==> src/rtl/fetch_queue_pkg.sv <==
`default_nettype none
// ============================================================================
// fetch_queue_pkg : sizing helpers shared by the fetch unit and its buffer.
// Rev 1.0
// ============================================================================
package fetch_queue_pkg;

   function automatic int unsigned ptr_width(input int unsigned depth);
      return (depth > 1) ? $clog2(depth) : 1;
   endfunction

   // Occupancy needs one extra bit so that "full" (== depth) is representable.
   function automatic int unsigned cnt_width(input int unsigned depth);
      return ptr_width(depth) + 1;
   endfunction

endpackage
`default_nettype wire

==> src/rtl/fetch_queue_if.sv <==
`default_nettype none
// ============================================================================
// fetch_queue_if : memory-port and decoder-side signals of the fetch unit.
// Rev 1.0
// ============================================================================
interface fetch_queue_if #(
   parameter int W  = 16,
   parameter int AW = 16
);
   logic          mem_req;
   logic [AW-1:0] mem_addr;
   logic          mem_gnt;
   logic [W-1:0]  mem_rdata;
   logic [W-1:0]  iw;
   logic [AW-1:0] iw_pc;
   logic          iw_valid;
   logic          iw_ready;
   logic          jump_en;
   logic [AW-1:0] jump_addr;

   modport master (
      output mem_req, mem_addr, iw, iw_pc, iw_valid,
      input  mem_gnt, mem_rdata, iw_ready, jump_en, jump_addr
   );

   modport slave (
      input  mem_req, mem_addr, iw, iw_pc, iw_valid,
      output mem_gnt, mem_rdata, iw_ready, jump_en, jump_addr
   );
endinterface
`default_nettype wire

==> src/rtl/fetch_queue_fifo_sync.sv <==
`default_nettype none
// ============================================================================
// fifo_sync : DEPTH x WIDTH circular buffer with occupancy count and flush.
// Rev 1.0
// ============================================================================
module fifo_sync
   import fetch_queue_pkg::*;
#(
   parameter int DEPTH = 2,
   parameter int WIDTH = 8
) (
   input  wire logic                     clk,
   input  wire logic                     rst_n,
   input  wire logic                     flush,
   input  wire logic                     push,
   input  wire logic [WIDTH-1:0]         push_data,
   input  wire logic                     pop,
   output logic      [WIDTH-1:0]         head_data,
   output logic      [cnt_width(DEPTH)-1:0] count,
   output logic                          empty
);

   localparam int PW = ptr_width(DEPTH);
   localparam int CW = cnt_width(DEPTH);

   logic [PW-1:0]    head_q, head_d;
   logic [PW-1:0]    tail_q, tail_d;
   logic [CW-1:0]    count_q, count_d;
   logic             w_wr;
   logic             w_rd;
   logic [WIDTH-1:0] w_rd_arr [DEPTH];

   // Flush wins over a same-cycle push so no stale word survives a redirect.
   assign w_wr = push & ~flush;
   assign w_rd = pop & ~flush & (count_q != '0);

   always_comb begin
      head_d  = head_q;
      tail_d  = tail_q;
      count_d = count_q;
      if (flush) begin
         head_d  = '0;
         tail_d  = '0;
         count_d = '0;
      end else begin
         if (w_wr) tail_d = tail_q + 1'b1;
         if (w_rd) head_d = head_q + 1'b1;
         case ({w_wr, w_rd})
            2'b10:   count_d = count_q + 1'b1;
            2'b01:   count_d = count_q - 1'b1;
            default: count_d = count_q;
         endcase
      end
   end

   always_ff @(posedge clk or negedge rst_n) begin
      if (!rst_n) begin
         head_q  <= '0;
         tail_q  <= '0;
         count_q <= '0;
      end else begin
         head_q  <= head_d;
         tail_q  <= tail_d;
         count_q <= count_d;
      end
   end

   for (genvar i = 0; i < DEPTH; i++) begin : g_entry
      logic [WIDTH-1:0] entry_q, entry_d;

      always_comb begin
         entry_d = entry_q;
         if (w_wr && (tail_q == PW'(i))) entry_d = push_data;
      end

      always_ff @(posedge clk or negedge rst_n) begin
         if (!rst_n) entry_q <= '0;
         else        entry_q <= entry_d;
      end

      assign w_rd_arr[i] = entry_q;
   end

   assign head_data = w_rd_arr[head_q];
   assign count     = count_q;
   assign empty     = (count_q == '0);

endmodule
`default_nettype wire

==> src/rtl/fetch_queue.sv <==
`default_nettype none
// ============================================================================
// fetch_queue : sequential instruction fetch with a DEPTH-word prefetch queue.
// Rev 1.0
// ============================================================================
module fetch_queue
   import fetch_queue_pkg::*;
#(
   parameter int            W          = 16,
   parameter int            AW         = 16,
   parameter int            DEPTH      = 2,
   parameter logic [AW-1:0] RESET_ADDR = '0
) (
   input  wire logic     clk,
   input  wire logic     rst_n,
   fetch_queue_if.master bus
);

   localparam int            CW      = cnt_width(DEPTH);
   localparam logic [CW:0]   C_DEPTH = (CW+1)'(DEPTH);

   logic [AW-1:0]   fetch_pc_q, fetch_pc_d;
   logic            inflight_q, inflight_d;
   logic [AW-1:0]   inflight_pc_q, inflight_pc_d;

   logic [CW-1:0]   w_count;
   logic            w_empty;
   logic [W+AW-1:0] w_head;
   logic            w_valid;
   logic            w_pop;
   logic            w_squash;
   logic            w_push;
   logic [CW:0]     w_used;
   logic            w_req;
   logic            w_accept;

   assign w_valid = ~w_empty;
   assign w_pop   = w_valid & bus.iw_ready;

   // A redirect discards whatever response lands in the same cycle.
   assign w_squash = bus.jump_en;
   assign w_push   = inflight_q & ~w_squash;

   // Credit: buffered + in-flight words after this cycle's pop must leave room.
   assign w_used   = {1'b0, w_count} + {{CW{1'b0}}, inflight_q} - {{CW{1'b0}}, w_pop};
   assign w_req    = rst_n & ~bus.jump_en & (w_used < C_DEPTH);
   assign w_accept = w_req & bus.mem_gnt;

   always_comb begin
      fetch_pc_d    = fetch_pc_q;
      inflight_d    = w_accept;
      inflight_pc_d = inflight_pc_q;
      if (bus.jump_en) begin
         fetch_pc_d = bus.jump_addr;
      end else if (w_accept) begin
         fetch_pc_d    = fetch_pc_q + 1'b1;
         inflight_pc_d = fetch_pc_q;
      end
   end

   always_ff @(posedge clk or negedge rst_n) begin
      if (!rst_n) begin
         fetch_pc_q    <= RESET_ADDR;
         inflight_q    <= 1'b0;
         inflight_pc_q <= '0;
      end else begin
         fetch_pc_q    <= fetch_pc_d;
         inflight_q    <= inflight_d;
         inflight_pc_q <= inflight_pc_d;
      end
   end

   fifo_sync #(
      .DEPTH (DEPTH),
      .WIDTH (W + AW)
   ) u_fifo (
      .clk       (clk),
      .rst_n     (rst_n),
      .flush     (bus.jump_en),
      .push      (w_push),
      .push_data ({bus.mem_rdata, inflight_pc_q}),
      .pop       (w_pop),
      .head_data (w_head),
      .count     (w_count),
      .empty     (w_empty)
   );

   assign bus.mem_req  = w_req;
   assign bus.mem_addr = fetch_pc_q;
   assign bus.iw       = w_head[W+AW-1:AW];
   assign bus.iw_pc    = w_head[AW-1:0];
   assign bus.iw_valid = w_valid;

endmodule
`default_nettype wire

==> src/flat_wrapper.sv <==
// flat-port wrapper written by rule: the top's interface ports become plain ports
module fetch_queue_flat import fetch_queue_pkg::*;
#(
   parameter int            W          = 16,
   parameter int            AW         = 16,
   parameter int            DEPTH      = 2,
   parameter logic [AW-1:0] RESET_ADDR = '0
)
  (clk, rst_n, bus_mem_req, bus_mem_addr, bus_iw, bus_iw_pc, bus_iw_valid, bus_mem_gnt, bus_mem_rdata, bus_iw_ready, bus_jump_en, bus_jump_addr);
  fetch_queue_if #(.W(W), .AW(AW)) bus_i ();
  input  wire logic clk;
  input  wire logic rst_n;
  output wire logic [$bits(bus_i.mem_req)-1:0] bus_mem_req;
  output wire logic [$bits(bus_i.mem_addr)-1:0] bus_mem_addr;
  output wire logic [$bits(bus_i.iw)-1:0] bus_iw;
  output wire logic [$bits(bus_i.iw_pc)-1:0] bus_iw_pc;
  output wire logic [$bits(bus_i.iw_valid)-1:0] bus_iw_valid;
  input wire logic [$bits(bus_i.mem_gnt)-1:0] bus_mem_gnt;
  input wire logic [$bits(bus_i.mem_rdata)-1:0] bus_mem_rdata;
  input wire logic [$bits(bus_i.iw_ready)-1:0] bus_iw_ready;
  input wire logic [$bits(bus_i.jump_en)-1:0] bus_jump_en;
  input wire logic [$bits(bus_i.jump_addr)-1:0] bus_jump_addr;
  assign bus_mem_req = bus_i.mem_req;
  assign bus_mem_addr = bus_i.mem_addr;
  assign bus_iw = bus_i.iw;
  assign bus_iw_pc = bus_i.iw_pc;
  assign bus_iw_valid = bus_i.iw_valid;
  assign bus_i.mem_gnt = bus_mem_gnt;
  assign bus_i.mem_rdata = bus_mem_rdata;
  assign bus_i.iw_ready = bus_iw_ready;
  assign bus_i.jump_en = bus_jump_en;
  assign bus_i.jump_addr = bus_jump_addr;
  fetch_queue #(.W(W), .AW(AW), .DEPTH(DEPTH), .RESET_ADDR(RESET_ADDR)) u_core (.clk(clk), .rst_n(rst_n), .bus(bus_i));
endmodule
==> config.mk <==
export PLATFORM = sky130hd
export DESIGN_NAME = fetch_queue_flat
export DESIGN_NICKNAME = d
export VERILOG_FILES = /design/src/rtl/fetch_queue_pkg.sv /design/src/rtl/fetch_queue_if.sv /design/src/rtl/fetch_queue_fifo_sync.sv /design/src/rtl/fetch_queue.sv /design/src/flat_wrapper.sv
export SDC_FILE = /design/constraint.sdc
export NUM_CORES = 1
export LEC_CHECK = 0
export ABC_AREA = 0
export CORE_ASPECT_RATIO = 0.8
export CORE_UTILIZATION = 46
export DETAILED_ROUTE_END_ITERATION = 6
export GPL_ROUTABILITY_DRIVEN = 0
export HOLD_SLACK_MARGIN = 0.06
export PLACE_DENSITY = 0.72
export SLEW_MARGIN = 20
export SYNTH_ARGS = -nofsm -noshare
export SYNTH_HDL_FRONTEND = slang
export SYNTH_SLANG_ARGS = --single-unit
==> constraint.sdc <==
create_clock -name clk -period 3.7 [get_ports clk]
set_clock_uncertainty 0.2 [all_clocks]
set_input_delay 0.74 -clock clk [delete_from_list [all_inputs] [get_ports clk]]
set_output_delay 0.74 -clock clk [all_outputs]
set_load 0.02 [all_outputs]
==> run summary, run 1 <==
Congestion Overflow GR: 0
Critical Path RT: 2.76 ns
Syn Inst Count: 373
Setup Slack @ Placement: -0.421 ns
Max H-tree Level: 3
Std-Cell Rows: 32
post-layout minimum cycle time: 3.59 ns
Yosys cell types: 55
leading area contributor after synthesis: dfrtp_1
Post-DP HPWL: 7.10 mm
clock share of power: 0.265
worst skew pair latency: 0.33 ns
hold slack: 0.221 ns
number of global-route vias before repair: 3360
CTS Buf Count: 9
width of the die: 115 µm
antenna violations before repair: 0
Register Area: 0.00253 mm²
warnings from Yosys: 0
Final Hold Fails: 0
Reg power frac: 0.413
RSZ-0062 raised after global routing: false
CTS tree: yes
Crit Path Category: in -> out
Multi-input gate area: 0.00201 mm²
CP startpoint kind: input port
Worst-path clk slew: 0.06 ns
io pins: 87
number of flops mapped to enable cells by yosys: 0
CP max FO: 2
final setup vio count: 0
placed cell count: 593
GRT Total Usage: 0.209
Met1 Wirelength: 4.63 mm
die outline area: 0.0106 mm²
syn_nets: 413
Leak: 2.71 nW
WL met3: 430 µm
cell area power density: 619 mW/mm²
via/cell ratio: 5.31
largest net degree at the start of global routing: 74
combinational power share: 0.322
Initial Utilization: 0.480
NetSw: 1.12 mW
Max-slew headroom: 0.380
Fmax: 278 MHz
diodes inserted: 0
TritonCTS sink count: 101
Cell Int Power: 2.65 mW
asr flop ratio synth: 1.00
final WL: 10.2 mm
Final #Nets: 508
FF+latch count, synth: 101
detailed-route via count: 3234
Root Driver: clkbuf_16
Avg Inst Size Synth: 12.5 µm²
Setup Buffers After CTS: 0
Final Non-Filler Cells: 609
count of filler cells inserted in the layout: 759
Synth Flop Type: dfrtp_1
register area share after synthesis: 0.542
sw frac: 0.297
Final Power: 3.76 mW
die span in y: 92.1 µm
router iterations before antenna repair: 4
worst slew pin tran: 0.930 ns
Crit. End Element: output port
synthesis-to-layout area growth: 30.3%
drt drc: 0
DR top layer: met4
final worst-path cycle share: 0.971
HP Class: in -> async
Synth area leaders: dfrtp_1, mux2_2, nand2_1, buf_2, nand3_1
max-cap viol count: 0
Synth top area share: 0.542
layout cells sized above 1: 0.300
Worst EP arrival: 2.65 ns
WL met2: 5.04 mm
core region area: 0.00973 mm²
VDD IR max: 0.439 mV
DR iter-0 viols: 178
first-pass GRT wire length: 16.9 mm
status: finished, final reports clean
PortBufs: 86
WL per Instance: 16.7 µm
Worst Slack Setup Final: 0.109 ns
Final ANT Viol Nets: 0
setup TNS: 0 ns
Final Max Slew Viols: 0
synthesized area: 0.00467 mm²
clk buf depth: 2
-- state kept, by name (all words and copies together), names as in the netlist --
name                           count
u_core.u_fifo.head_q               1
u_core.u_fifo.g_entry.entry_q     64
u_core.inflight_q                  1
u_core.bus.mem_addr               16
u_core.u_fifo.tail_q               1
u_core.inflight_pc_q              16
u_core.u_fifo.count                2
-- path summary, 6_finish.rpt --
check,start,end,slack (ns),cells after the start
min reg2reg,u_core.inflight_pc_q[4],u_core.inflight_pc_q[4],0.30,2
min in group clk,u_core.inflight_pc_q[4],u_core.inflight_pc_q[4],0.30,2
min,rst_n,u_core.bus.mem_addr[11],0.22,2
max in group asynchronous,rst_n,u_core.u_fifo.g_entry[1].entry_q[23],1.81,3
max reg2reg,u_core.u_fifo.count[0],u_core.bus.mem_addr[15],0.46,12
max,bus_iw_ready,bus_mem_req,0.11,9
-- synthesized netlist by cell type (all sizes together) (2+ instances only) --
cell type,instances
buf,12
xor2,2
a221o,3
xnor2,5
inv,10
a22oi,3
ha,2
o21ai,10
nand2b,3
clkbuf,8
nand4,3
o311ai,2
o31ai,3
o41a,2
nand2,53
dfrtp,101
o211ai,3
nor3,6
nor4,3
nand3b,2
a41o,2
or4,2
mux2,96
nor2,6
nand3,9
a21oi,4
-- per-stage QoR --
| step | cell area, µm² | util |
|---|---|---|
| 2_1_floorplan | 4670 | - |
| 3_5_place_dp | 5760 | 0.592 |
| 3_3_place_gp | 5760 | 0.592 |
| 5_1_grt | 6080 | 0.625 |
| 6_report | 6080 | 0.625 |
| 4_1_cts | 6070 | 0.624 |
-- power by group through the flow --
stage	logic (mW)	registers [mW]	clock network [mW]
after floorplan	0.699	1.54	0
after global placement	1.20	1.55	0
after detailed placement	1.22	1.58	0
after CTS	1.23	1.55	1.02
after global routing	1.30	1.59	1.06
final	1.21	1.55	0.999
-- worst max-delay path: stages --
cell,delay (ns)
clkdlybuf4s50_1,0.47
nand2_1,0.07
inv_1,0.06
ha_1,0.21
nand2b_1,0.15
fa_2,0.54
nand2_1,0.07
nor3_1,0.16
buf_4,0.18
-- layout by cell type (no fill, tap or decap), drive strengths merged, types with 2 or more instances in the layout --
master	Yosys	layout
nor4	3	3
nor2	6	6
nor3	6	6
clkbuf	8	9
o21ai	10	10
xor2	2	2
nand3b	2	2
ha	2	2
clkinv	0	3
nand2b	3	3
dfrtp	101	101
buf	12	20
o311ai	2	2
o41a	2	2
a221o	3	3
o31ai	3	3
nand2	53	53
mux2	96	96
nand3	9	9
inv	10	12
a21oi	4	4
nand4	3	3
o211ai	3	3
xnor2	5	5
clkdlybuf4s50	0	84
or4	2	2
a22oi	3	3
bufinv	0	2
a41o	2	2
-- per-layer routing --
metal | vias up | GRT usage
met5 | - | 0
li1 | 1529 | -
met1 | 1618 | 0.287
met2 | 81 | 0.344
met4 | 0 | 0.0422
met3 | 6 | 0.0410
-- kinds of logic after synthesis --
logic type	synth area share
fa+ha+maj	0.00965
mux	0.232
compound gates	0.0649
simple gates	0.107
flops	0.542
buf+inv	0.0303
xor+xnor	0.0148
-- timing repair --
action | 4_1_cts | 5_1_grt
hold buffers | 0 | 0
endpoints found under the setup margin | 1 | 1
gates cloned | 0 | 0
resized for setup | 5 | 2
pin swaps | 0 | 0
-- area by class of cell --
class                           count  area share
Clock inverter                      7      0.0159
Tap cell                          136      0.0280
Timing Repair Buffer              104       0.167
Multi-Input combinational cell    242       0.330
Sequential cell                   101       0.416
Clock buffer                        9      0.0371
Inverter                           10     0.00618
No activity file was read; power rests on OpenSTA's default activity.
==> inputs of run 2 (changes only) <==
CORE_ASPECT_RATIO = 1.1   (was 0.8)
CORE_MARGIN = 3   (was default)
==> run 2 against run 1 <==
Effect of this change:
- critical path depth unchanged
- core utilization shrank 1.1 points
- non-clock buffer count increased by 3
- sequential power about the same
- clock-buffer cell count increased by 4
- wire length increased by 0.15%
- die area grew 7.9%
- clock power is 35% lower
- via count is 0.49% higher
==> run summary, run 2 (synthesized netlist as in run 1, its figures left out) <==
first-pass GRT wire length: 17.0 mm
Post-DP HPWL: 7.32 mm
Largest register FFs: 64
reg2reg setup slack: 0.44 ns
Final Max Slew Viols: 0
final worst-path cycle share: 0.968
final setup vio count: 0
worst slew pin tran: 0.825 ns
CP max FO: 2
Worst-path clk slew: 0.10 ns
GRT Total Usage: 0.188
diodes inserted: 0
layout cells sized above 1: 0.303
Max-slew headroom: 0.450
Final #Nets: 511
via/cell ratio: 5.48
RSZ-0062 raised after global routing: false
number of global-route vias before repair: 3411
setup TNS: 0 ns
die outline area: 0.0114 mm²
max-cap viol count: 0
Worst Slack Setup Final: 0.119 ns
status: finished, final reports clean
Critical Path RT: 2.76 ns
largest reg by FF count: u_core.u_fifo.g_entry.entry_q
DR iter-0 viols: 141
worst skew pair latency: 0.37 ns
Final ANT Viol Nets: 0
cell area power density: 575 mW/mm²
Initial Utilization: 0.485
VDD IR max: 0.326 mV
io pins: 87
Fmax: 279 MHz
Worst EP arrival: 2.64 ns
most common cell after layout, fill and taps aside: dfrtp_1
final WL: 10.2 mm
Max H-tree Level: 3
antenna violations before repair: 0
CTS tree: yes
Root Driver: clkbuf_8
width of the die: 102 µm
Worst setup startpoint: bus_iw_ready
CP startpoint kind: input port
TritonCTS sink count: 101
post-layout minimum cycle time: 3.58 ns
router iterations before antenna repair: 4
clk buf depth: 2
CTS Buf Count: 9
count of filler cells inserted in the layout: 810
synthesis-to-layout area growth: 26.7%
most frequent cells in the layout: dfrtp_1, mux2_2, clkdlybuf4s50_1
Crit. End Element: output port
largest net degree at the start of global routing: 67
launching point of the worst reg2reg path: u_core.u_fifo.count[0]
core region area: 0.00963 mm²
detailed-route via count: 3250
Final Hold Fails: 0
drt drc: 0
die span in y: 112 µm
Std-Cell Rows: 37
Leak: 2.65 nW
PortBufs: 86
Setup Slack @ Placement: -0.369 ns
HP Class: in -> async
WL per Instance: 17.1 µm
Congestion Overflow GR: 0
Crit Path Category: in -> out
[run 2: cell count changes in the layout (fill, tap and decap cells not counted), moves of 2 or more]
cell       delta
buf_12        -2
buf_4         +5
bufinv_16     -2
clkbuf_1      +2
clkbuf_16     -9
clkbuf_8     +11
[run 2: layout make-up]
type,instances,area (µm²),area share
timing repair buffer,107,1010,0.171
inverter,10,37.5,0.00635
multi-input combinational,242,2010,0.340
tap,117,146,0.0248
clock inverter,3,18.8,0.00317
clock buffer,13,159,0.0269
sequential,101,2530,0.427
[run 2: power by group]
group          internal, mW  total (mW)  switching [mW]
Sequential             1.38        1.55           0.172
Combinational         0.672        1.20           0.533
Clock                 0.283       0.648           0.366
Total                  2.33        3.40            1.07
[run 2: final timing paths]
kind                                                              to  depth (start not counted)
worst min-delay path                         u_core.bus.mem_addr[12]                          2
worst max-delay path                                     bus_mem_req                          9
min in group clk                 u_core.u_fifo.g_entry[0].entry_q[6]                          1
worst max register to register               u_core.bus.mem_addr[12]                         11
worst min register to register   u_core.u_fifo.g_entry[0].entry_q[6]                          1
max in group asynchronous       u_core.u_fifo.g_entry[0].entry_q[13]                          3
[run 2: critical path: stages]
cell and delay (ns):
clkdlybuf4s50_1 0.47, nand2_1 0.07, inv_1 0.06, ha_1 0.21, nand2b_1 0.16, fa_2 0.54
nand2_1 0.10, nor3_2 0.13, buf_4 0.16
[run 2: timing repair]
| action | 4_1_cts | 5_1_grt |
|---|---|---|
| endpoints found under the setup margin | 1 | 1 |
| hold buffers | 0 | 0 |
| pin swaps | 0 | 0 |
| gates resized for setup | 5 | 3 |
| buffers inserted | 0 | 0 |
[run 2: routing by layer]
| metal | wire length [µm] | global-route usage | part of all wire | up-vias |
|---|---|---|---|---|
| met5 | 0 | 0 | 0 | - |
| met4 | 131 | 0.0551 | 0.013 | 0 |
| met3 | 554 | 0.0395 | 0.054 | 11 |
| met2 | 5040 | 0.309 | 0.50 | 94 |
| met1 | 4440 | 0.251 | 0.44 | 1616 |
| li1 | - | - | - | 1529 |
[run 2: stage by stage]
stage | power, mW | hold WS (ns) | instance area, µm² | util | std cells
after global routing | 3.59 | 0.249 | 5910 | 0.614 | 593
after floorplan | 2.23 | 0.244 | 4670 | - | 373
final | 3.40 | 0.219 | 5910 | 0.614 | 593
after CTS | 3.44 | 0.223 | 5900 | 0.613 | 593
after detailed placement | 2.79 | 0.281 | 5730 | 0.595 | 577
after global placement | 2.75 | 0.264 | 5730 | 0.595 | 577
